$ cat src/rtl/rnd_hex_ctrl.sv
// -----------------------------------------------------------------------------
// rnd_hex_ctrl
//
// Sequencer for the random-hex display path. Sits between the clock divider
// (which supplies a one-cycle tick strobe) and the hex/7-segment decoder.
//
//   * A Galois LFSR (mask 16'hB400) is stepped once every UPD_TICKS ticks while
//     the sequencer is RUNning; the low 4*DIGITS bits are latched into `value`.
//   * start/stop freeze and resume updates, clr returns to IDLE and reloads SEED.
//   * Independently of the run state, each tick advances a digit scan that
//     drives a one-hot anode select and the matching nibble of `value`.
//
// Ports
//   clk     in   1          system clock
//   rst     in   1          asynchronous reset, active-high
//   tick    in   1          divider strobe, one clk cycle wide
//   start   in   1          pulse: IDLE/HOLD -> RUN
//   stop    in   1          pulse: RUN -> HOLD
//   clr     in   1          pulse: back to IDLE, value cleared, LFSR reloaded
//   value   out  4*DIGITS   latched random value
//   upd     out  1          high for one cycle right after value changed
//   anode   out  DIGITS     one-hot active-high digit select
//   nibble  out  4          nibble of value for the selected digit
//   running out  1          high while in RUN
// -----------------------------------------------------------------------------
module rnd_hex_ctrl #(
  parameter int                DIGITS    = 4,
  parameter int                LFSR_W    = 16,
  parameter logic [LFSR_W-1:0] SEED      = 16'hACE1,
  parameter int                UPD_TICKS = 8
) (
  input  logic                  clk,
  input  logic                  rst,
  input  logic                  tick,
  input  logic                  start,
  input  logic                  stop,
  input  logic                  clr,
  output logic [4*DIGITS-1:0]   value,
  output logic                  upd,
  output logic [DIGITS-1:0]     anode,
  output logic [3:0]            nibble,
  output logic                  running
);

  localparam int VAL_W = 4 * DIGITS;
  localparam int CNT_W = $clog2(UPD_TICKS + 1);
  localparam int IDX_W = (DIGITS > 1) ? $clog2(DIGITS) : 1;

  // An all-zero state would lock the LFSR, so a zero seed is replaced by 1.
  localparam logic [LFSR_W-1:0] SEED_EFF  = (SEED == '0) ? LFSR_W'(1) : SEED;
  localparam logic [LFSR_W-1:0] FB_MASK   = LFSR_W'(16'hB400);
  localparam logic [CNT_W-1:0]  CNT_LAST  = CNT_W'(UPD_TICKS - 1);
  localparam logic [IDX_W-1:0]  IDX_LAST  = IDX_W'(DIGITS - 1);

  typedef enum logic [1:0] {
    S_IDLE = 2'd0,
    S_RUN  = 2'd1,
    S_HOLD = 2'd2
  } state_t;

  // Galois right-shift step: x^16+x^14+x^13+x^11+1.
  function automatic logic [LFSR_W-1:0] lfsr_step(input logic [LFSR_W-1:0] x);
    return (x >> 1) ^ (x[0] ? FB_MASK : '0);
  endfunction

  state_t             state, state_nx;
  logic [LFSR_W-1:0]  lfsr, lfsr_nx;
  logic [VAL_W-1:0]   value_nx;
  logic [CNT_W-1:0]   tick_cnt, cnt_nx;
  logic [IDX_W-1:0]   idx, idx_nx;
  logic               upd_nx;

  // Command decode. clr outranks stop, stop outranks start, and a start in
  // RUN or a stop outside RUN is a no-op. A stop in IDLE/HOLD still masks a
  // simultaneous start, so start+stop together never leaves IDLE.
  always_comb begin
    state_nx = state;
    lfsr_nx  = lfsr;
    value_nx = value;
    cnt_nx   = tick_cnt;
    upd_nx   = 1'b0;
    if (clr) begin
      state_nx = S_IDLE;
      value_nx = '0;
      lfsr_nx  = SEED_EFF;
      cnt_nx   = '0;
    end else if (stop) begin
      // Counter frozen; an update due on this same tick is dropped.
      if (state == S_RUN) state_nx = S_HOLD;
    end else if (start && (state != S_RUN)) begin
      // Restart the period so a full UPD_TICKS elapses before the next update.
      state_nx = S_RUN;
      cnt_nx   = '0;
    end else if (tick && (state == S_RUN)) begin
      if (tick_cnt == CNT_LAST) begin
        lfsr_nx  = lfsr_step(lfsr);
        value_nx = lfsr_nx[VAL_W-1:0];
        cnt_nx   = '0;
        upd_nx   = 1'b1;
      end else begin
        cnt_nx   = tick_cnt + CNT_W'(1);
      end
    end
  end

  // Scan pointer wraps explicitly so DIGITS need not be a power of two.
  always_comb begin
    idx_nx = (idx == IDX_LAST) ? '0 : idx + IDX_W'(1);
  end

  always_ff @(posedge clk or posedge rst) begin
    if (rst) begin
      state    <= S_IDLE;
      lfsr     <= SEED_EFF;
      value    <= '0;
      tick_cnt <= '0;
      idx      <= '0;
      anode    <= DIGITS'(1);
      nibble   <= 4'd0;
      upd      <= 1'b0;
      running  <= 1'b0;
    end else begin
      state    <= state_nx;
      lfsr     <= lfsr_nx;
      value    <= value_nx;
      tick_cnt <= cnt_nx;
      upd      <= upd_nx;
      running  <= (state_nx == S_RUN);
      if (tick) begin
        // Slice the post-edge value so a same-tick update shows immediately.
        idx    <= idx_nx;
        anode  <= DIGITS'(1) << idx_nx;
        nibble <= 4'(value_nx >> (4 * idx_nx));
      end
    end
  end

endmodule
$ cat config.mk
export PLATFORM = sky130hd
export DESIGN_NAME = rnd_hex_ctrl
export DESIGN_NICKNAME = d
export VERILOG_FILES = /design/src/rtl/rnd_hex_ctrl.sv
export SDC_FILE = /design/constraint.sdc
export NUM_CORES = 1
export LEC_CHECK = 0
export CORE_UTILIZATION = 59
export CTS_CLUSTER_DIAMETER = 150
export DETAILED_ROUTE_END_ITERATION = 6
export GPL_ROUTABILITY_DRIVEN = 0
export GPL_TIMING_DRIVEN = 0
export PLACE_DENSITY_LB_ADDON = 0.1
export SYNTH_ARGS = -nofsm -noshare
export SYNTH_HDL_FRONTEND = slang
export SYNTH_SLANG_ARGS = --single-unit
$ cat constraint.sdc
create_clock -name clk -period 2.9 [get_ports clk]
set_input_delay 0.435 -clock clk [delete_from_list [all_inputs] [get_ports clk]]
set_output_delay 0.435 -clock clk [all_outputs]
set_load 0.02 [all_outputs]
==> results of run 1 <==
[path summary, 6_finish.rpt]
| kind | startpoint | endpoint |
|---|---|---|
| max in group asynchronous | rst | lfsr[11]$_DFFE_PP1P_ |
| max | stop | nibble[0]$_DFFE_PP0P_ |
| max reg2reg | idx[0]$_DFFE_PP0P_ | nibble[1]$_DFFE_PP0P_ |
| min | rst | tick_cnt[0]$_DFFE_PP0P_ |
| min reg2reg | lfsr[15]$_DFFE_PP1P_ | lfsr[15]$_DFFE_PP1P_ |
| min in group clk | lfsr[15]$_DFFE_PP1P_ | lfsr[15]$_DFFE_PP1P_ |
[worst register-to-register path, delay by kind of cell, from the launching register on]
family | cells | cell delay, ns
AND/OR/NAND/NOR | 3 | 0.54
AO/OA/AOI/OAI | 2 | 0.52
adder cells (fa/ha/maj) | 1 | 0.29
flip-flops | 1 | 0.49
[cell usage after synthesis, drive strengths merged, types with 2 or more instances]
cell type  count  area, µm²
a211oi         2       15.0
a21o           2       15.0
a21oi         18       90.1
buf            6       37.5
clkbuf         6       52.6
dfrtp         41       1030
dfstp          9        236
ha             6       75.1
inv            6       22.5
mux2           6       67.6
mux2i          9       90.1
nand2         35        131
nand2b         4       25.0
nand3          2       10.0
nor2          22       98.9
nor2b          5       31.3
nor3b          4       30.0
nor4b          2       17.5
o21ai         16       80.1
o21bai         2       15.0
o22a           3       27.5
o22ai          4       25.0
or2            2       12.5
xnor2          2       17.5
[metal layers]
metal	wire length, µm	vias to the layer above
met5	0	-
met4	72	0
met3	211	8
met2	2570	44
met1	2370	928
li1	-	881
[state kept, by name, indices dropped and copies added, names as in the netlist]
| register | count |
|---|---|
| tick_cnt | 4 |
| state | 2 |
| value | 16 |
| anode | 4 |
| nibble | 4 |
| running | 1 |
| idx | 2 |
| lfsr | 16 |
| upd | 1 |
[per-stage QoR]
step	std cells	util, %	setup WS (ns)
floorplan	231	-	1.21
global placement	310	73.7	0.340
detailed placement	311	74.3	0.524
CTS	319	77.3	0.816
global route	319	77.3	0.732
finish	319	77.3	0.810
[cell families (layout without fill, tap and decap cells)]
kind of cell    count (synthesis)  count (layout)  share of synthesized area, %
compound gates                 55              55                          14.4
xor+xnor                        3               3                          1.08
fa+ha+maj                       6               6                          3.09
buf+inv                        18              58                          4.63
flops                          50              50                          51.9
mux                            15              15                          6.48
simple gates                   84              84                          18.4
[layout make-up]
cell class | count | area (µm²) | area share, %
inverter | 6 | 22.5 | 0.767
multi-input combinational | 163 | 1060 | 36.0
tap | 48 | 60.1 | 2.05
clock inverter | 3 | 45.0 | 1.53
buffer | 12 | 90.1 | 3.07
clock buffer | 5 | 68.8 | 2.34
timing repair buffer | 32 | 330 | 11.3
sequential | 50 | 1260 | 43.0
[power groups by stage]
| stage | Clock, W | Sequential (W) | Combinational [W] |
|---|---|---|---|
| after CTS | 0.000502 | 0.000808 | 0.000425 |
| after floorplan | 0 | 0.000869 | 0.000213 |
| final | 0.000505 | 0.000807 | 0.000423 |
| after global routing | 0.000541 | 0.000814 | 0.000465 |
| after detailed placement | 0 | 0.000822 | 0.000424 |
| after global placement | 0 | 0.000818 | 0.000414 |
==> summary.md, run 1 <==
| Metric | Value |
|---|---|
| Post-CTS sizing | 0 |
| Synth Area per Inst | 10.5 µm² |
| Post-route ant nets | 0 |
| Post-CTS Setup Bufs | 0 |
| Most used routing layer | met2 |
| WP depth | 6 |
| Hold slack | 0.325 ns |
| Tcrit/Tclk final | 72.1% |
| Sequential area share after synthesis | 51.9% |
| Commonest non-fill, non-tap cell in the layout | dfrtp_1 |
| Routed Wire Length | 5220 µm |
| GR Util met3 | 7.41% |
| Max stage delay on crit path | 0.53 ns |
| Most frequent cells in the layout | dfrtp_1, nand2_1, clkdlybuf4s50_1, nor2_1, a21oi_1 |
| Post-layout power | 0.00173 W |
| DR pass1 iterations | 4 |
| Die X | 66.2 µm |
| RSZ-0062 raised after global routing | no |
| Ys Warns | 0 |
| Avg WL per Cell | 16.4 µm |
| DRC | 0 |
| Fill cells | 279 |
| Buf/Inv on CP | 1 |
| Cell family with most CP delay | simple AND/OR/NAND/NOR gates |
| GRT Total Usage | 27.5% |
| Root cell of the clock tree | clkbuf_8 |
| Skew-Pair Late Insertion Delay | 0.32 ns |
| Combinational fraction of design power | 24.4% |
| Final hold violations | 0 |
| Fin area | 0.00294 mm² |
| Clock tree buffer depth | 2 |
| Slew @ Worst Pin | 0.516 ns |
| Critical Path Slowest Stage Cell | clkdlybuf4s50_1 |
| First-pass GRT wire length | 8830 µm |
| N_diodes | 0 |
| F_max | 478 MHz |
| Worst Path Max Fanout | 10 |
| Syn_nets | 243 |
| Antenna violations before repair | 0 |
| Cts hold-fix bufs | 0 |
| Synth-to-layout area growth | 20.7% |
| Met1 Use GR | 36.1% |
| P_leak | 1.30 nW |
| Max-cap violations | 0 |
| Critical Path Sink Type | flop |
| CTS tree | done |
| Power per cell area | 591 mW/mm² |
| Crit path DAT | 2.32 ns |
| CTS clk-pin slew, worst paths | 0.10 ns |
| Setup TNS | 0 ns |
| Mapped Cells | 231 |
| Net Sw Frac | 30.1% |
| Area after DPL | 0.00282 mm² |
| Reg2Reg Setup Slack | 0.95 ns |
| Core ar. | 0.00380 mm² |
| DR vias | 1861 |
| Layout cells sized above 1 | 15.9% |
| Final setup fails | 0 |
| Die ar. | 0.00438 mm² |
| Initial DRC count | 99 |
| Synth unique cells | 47 |
| Largest net degree at the start of global routing | 44 |
| Slew HR | 65.6% |
| Post-synthesis register bit count | 50 |
| Nets | 282 |
| CP cell instances | clkdlybuf4s50_1, nand4bb_4, nor2_8, mux2i_1, or4_1, a41oi_2 |
| Sink Count | 50 |
| CP required | 3.13 ns |
| Pint | 0.00121 W |
| Met2 Usage GRT | 44.8% |
| WS Path Type | primary input to flop |
| Vias in the first global route | 1841 |
| FF-to-FF path depth | 6 |
| Async S/R FF share, synth | 100% |
| Dpl hpwl | 3630 µm |
| H-tree level count | 2 |
| Max VDD drop | 0.500 mV |
| NetSw | 0.000522 W |
| Status | completed |
| Mapped Area | 0.00243 mm² |
| Number of port buffers | 31 |
| Final slew viol count | 0 |
| Minimum clock period | 2.09 ns |
| Grt ovf | 0 |
| Clock Skews | 0.0107 ns |
| Total CTS buffers | 5 |
| EDFF count, synth | 0 |
| Ys flop type | dfrtp_1 |
| Type of origin of the critical path | primary input |
| Via/cell ratio | 5.83 |
| HP Class | primary input to asynchronous set/reset pin |
| Power share of the clock group | 29.1% |
| Cell row count | 22 |
| Power share of the sequential group | 46.5% |
| Initial core utilization | 64.0% |
| Io pins | 32 |
| Die Y-Extent | 66.2 µm |
(Power assumes the default switching activity.)
==> run 2, diff against run 1 <==
--- a/config.mk
+++ b/config.mk
@@ -5,7 +5,7 @@
 export SDC_FILE = /design/constraint.sdc
 export NUM_CORES = 1
 export LEC_CHECK = 0
-export CORE_UTILIZATION = 59
+export CORE_UTILIZATION = 54
 export CTS_CLUSTER_DIAMETER = 150
 export DETAILED_ROUTE_END_ITERATION = 6
 export GPL_ROUTABILITY_DRIVEN = 0
==> constraint.sdc (replaced) <==
create_clock -name clk -period 1.98 [get_ports clk]
set_input_delay 0.297 -clock clk [delete_from_list [all_inputs] [get_ports clk]]
set_output_delay 0.297 -clock clk [all_outputs]
set_load 0.02 [all_outputs]
==> summary.md, run 2 (synthesized netlist as in run 1, its figures left out) <==
| Metric | Value |
|---|---|
| Status | completed |
| Die X | 69.1 µm |
| Type of origin of the critical path | flop |
| Clock Skews | 0.0110 ns |
| Total CTS buffers | 5 |
| Final hold violations | 0 |
| Routed Wire Length | 5160 µm |
| Crit path DAT | 2.10 ns |
| DR pass1 iterations | 4 |
| Die Y-Extent | 69.1 µm |
| CTS tree | done |
| DRC | 0 |
| Power per cell area | 858 mW/mm² |
| First-pass GRT wire length | 8560 µm |
| Grt ovf | 0 |
| Critical Path Sink Type | flop |
| Avg WL per Cell | 15.9 µm |
| CP required | 2.17 ns |
| Post-route ant nets | 0 |
| Initial core utilization | 55.8% |
| Commonest non-fill, non-tap cell in the layout | dfrtp_1 |
| Die ar. | 0.00477 mm² |
| Largest regs | lfsr x16, value x16 |
| Tcrit/Tclk final | 96.5% |
| Minimum clock period | 1.91 ns |
| Skew-Pair Late Insertion Delay | 0.31 ns |
| N_diodes | 0 |
| Final core occ | 68.5% |
| Slew HR | 65.8% |
| Most frequent cells in the layout | dfrtp_1, nand2_1, clkdlybuf4s50_1, nor2_1, a21oi_1 |
| Area after DPL | 0.00283 mm² |
| Root cell of the clock tree | clkbuf_8 |
| GRT Total Usage | 23.1% |
| F_max | 523 MHz |
| Core ar. | 0.00435 mm² |
| Initial DRC count | 92 |
| Synth-to-layout area growth | 22.6% |
| Worst Path Max Fanout | 10 |
| Largest net degree at the start of global routing | 33 |
| DR vias | 1804 |
| Final slew viol count | 0 |
| HP Class | primary input to asynchronous set/reset pin |
| Sink Count | 50 |
| Dpl hpwl | 3640 µm |
| Layout cells sized above 1 | 17.9% |
| Nets | 284 |
| Slew @ Worst Pin | 0.513 ns |
| Vias in the first global route | 1746 |
| Cell row count | 24 |
| WS Path Type | flop to flop |
| Via/cell ratio | 5.55 |
| Final setup fails | 0 |
| Io pins | 32 |
| P_leak | 1.31 nW |
| Antenna violations before repair | 0 |
| Clock tree buffer depth | 2 |
| Fin area | 0.00298 mm² |
| Max VDD drop | 0.816 mV |
| CTS clk-pin slew, worst paths | 0.09 ns |
| Max-cap violations | 0 |
| Number of port buffers | 31 |
| RSZ-0062 raised after global routing | no |
| Fill cells | 365 |
| H-tree level count | 2 |
[run 2: changes by cell type in the layout (fill, tap and decap cells not counted), sizes merged]
cell | previous run | this run
buf | 7 | 9
clkinvlp | 2 | 0
inv | 6 | 8
[run 2: metrics by stage]
step / setup slack (ns) / std cells / total power (W) / hold WS [ns] / TNS [ns]
global placement: -0.466 / 314 / 0.00181 / 0.454 / -21.34
global route: 0.00805 / 325 / 0.00269 / 0.335 / 0
floorplan: 0.293 / 231 / 0.00158 / 0.364 / 0
detailed placement: -0.279 / 315 / 0.00183 / 0.459 / -2.05
CTS: 0.00484 / 323 / 0.00258 / 0.310 / 0
finish: 0.0689 / 325 / 0.00256 / 0.304 / 0
[run 2: path summary, 6_finish.rpt]
path | startpoint | to | slack [ns] | cells past startpoint
worst max register to register | tick_cnt[0]$_DFFE_PP0P_ | nibble[2]$_DFFE_PP0P_ | 0.07 | 7
worst min register to register | lfsr[7]$_DFFE_PP1P_ | lfsr[6]$_DFFE_PP1P_ | 0.48 | 2
max in group asynchronous | rst | lfsr[10]$_DFFE_PP1P_ | 1.11 | 3
min in group clk | lfsr[7]$_DFFE_PP1P_ | lfsr[6]$_DFFE_PP1P_ | 0.48 | 2
worst max-delay path | tick_cnt[0]$_DFFE_PP0P_ | nibble[2]$_DFFE_PP0P_ | 0.07 | 7
worst min-delay path | rst | value[15]$_DFF_PP0_ | 0.30 | 2
[run 2: power breakdown]
part / internal, W / switching (W)
Clock: 0.000386 / 0.000357
Combinational: 0.000290 / 0.000339
Sequential: 0.00111 / 0.0000717
[run 2: worst max-delay path: stages, from the launching register on]
cell and delay, ns:
dfrtp_1 0.42, ha_1 0.26, and3b_1 0.24, nand2_1 0.15, buf_6 0.18, mux2i_4 0.27, o22a_1 0.19, o22ai_1 0.08
[run 2: layout make-up]
class	instances	area [µm²]	share of cell area (%)
flip-flops and latches	50	1260	42.4
multi-input cells	163	1070	36.0
repair buffers	34	345	11.6
plain buffers	12	93.8	3.15
clock buffers	5	68.8	2.31
well taps	52	65.1	2.18
clock inverters	3	47.5	1.59
inverters	6	22.5	0.755
[run 2: timing repair]
| action | in CTS | in global routing |
|---|---|---|
| hold endpoints to repair | 0 | 0 |
| endpoints found under the setup margin | 1 | 4 |
| resized for setup | 1 | 5 |
| buffers inserted | 0 | 2 |
| pin swaps | 0 | 1 |
| hold buffers | 0 | 0 |
[run 2: routing by layer]
| metal | share of wire [%] | global-route usage (%) |
|---|---|---|
| met1 | 46 | 32.6 |
| met2 | 48 | 35.3 |
| met3 | 4.6 | 4.97 |
| met4 | 1.2 | 8.16 |
| met5 | 0 | 0 |
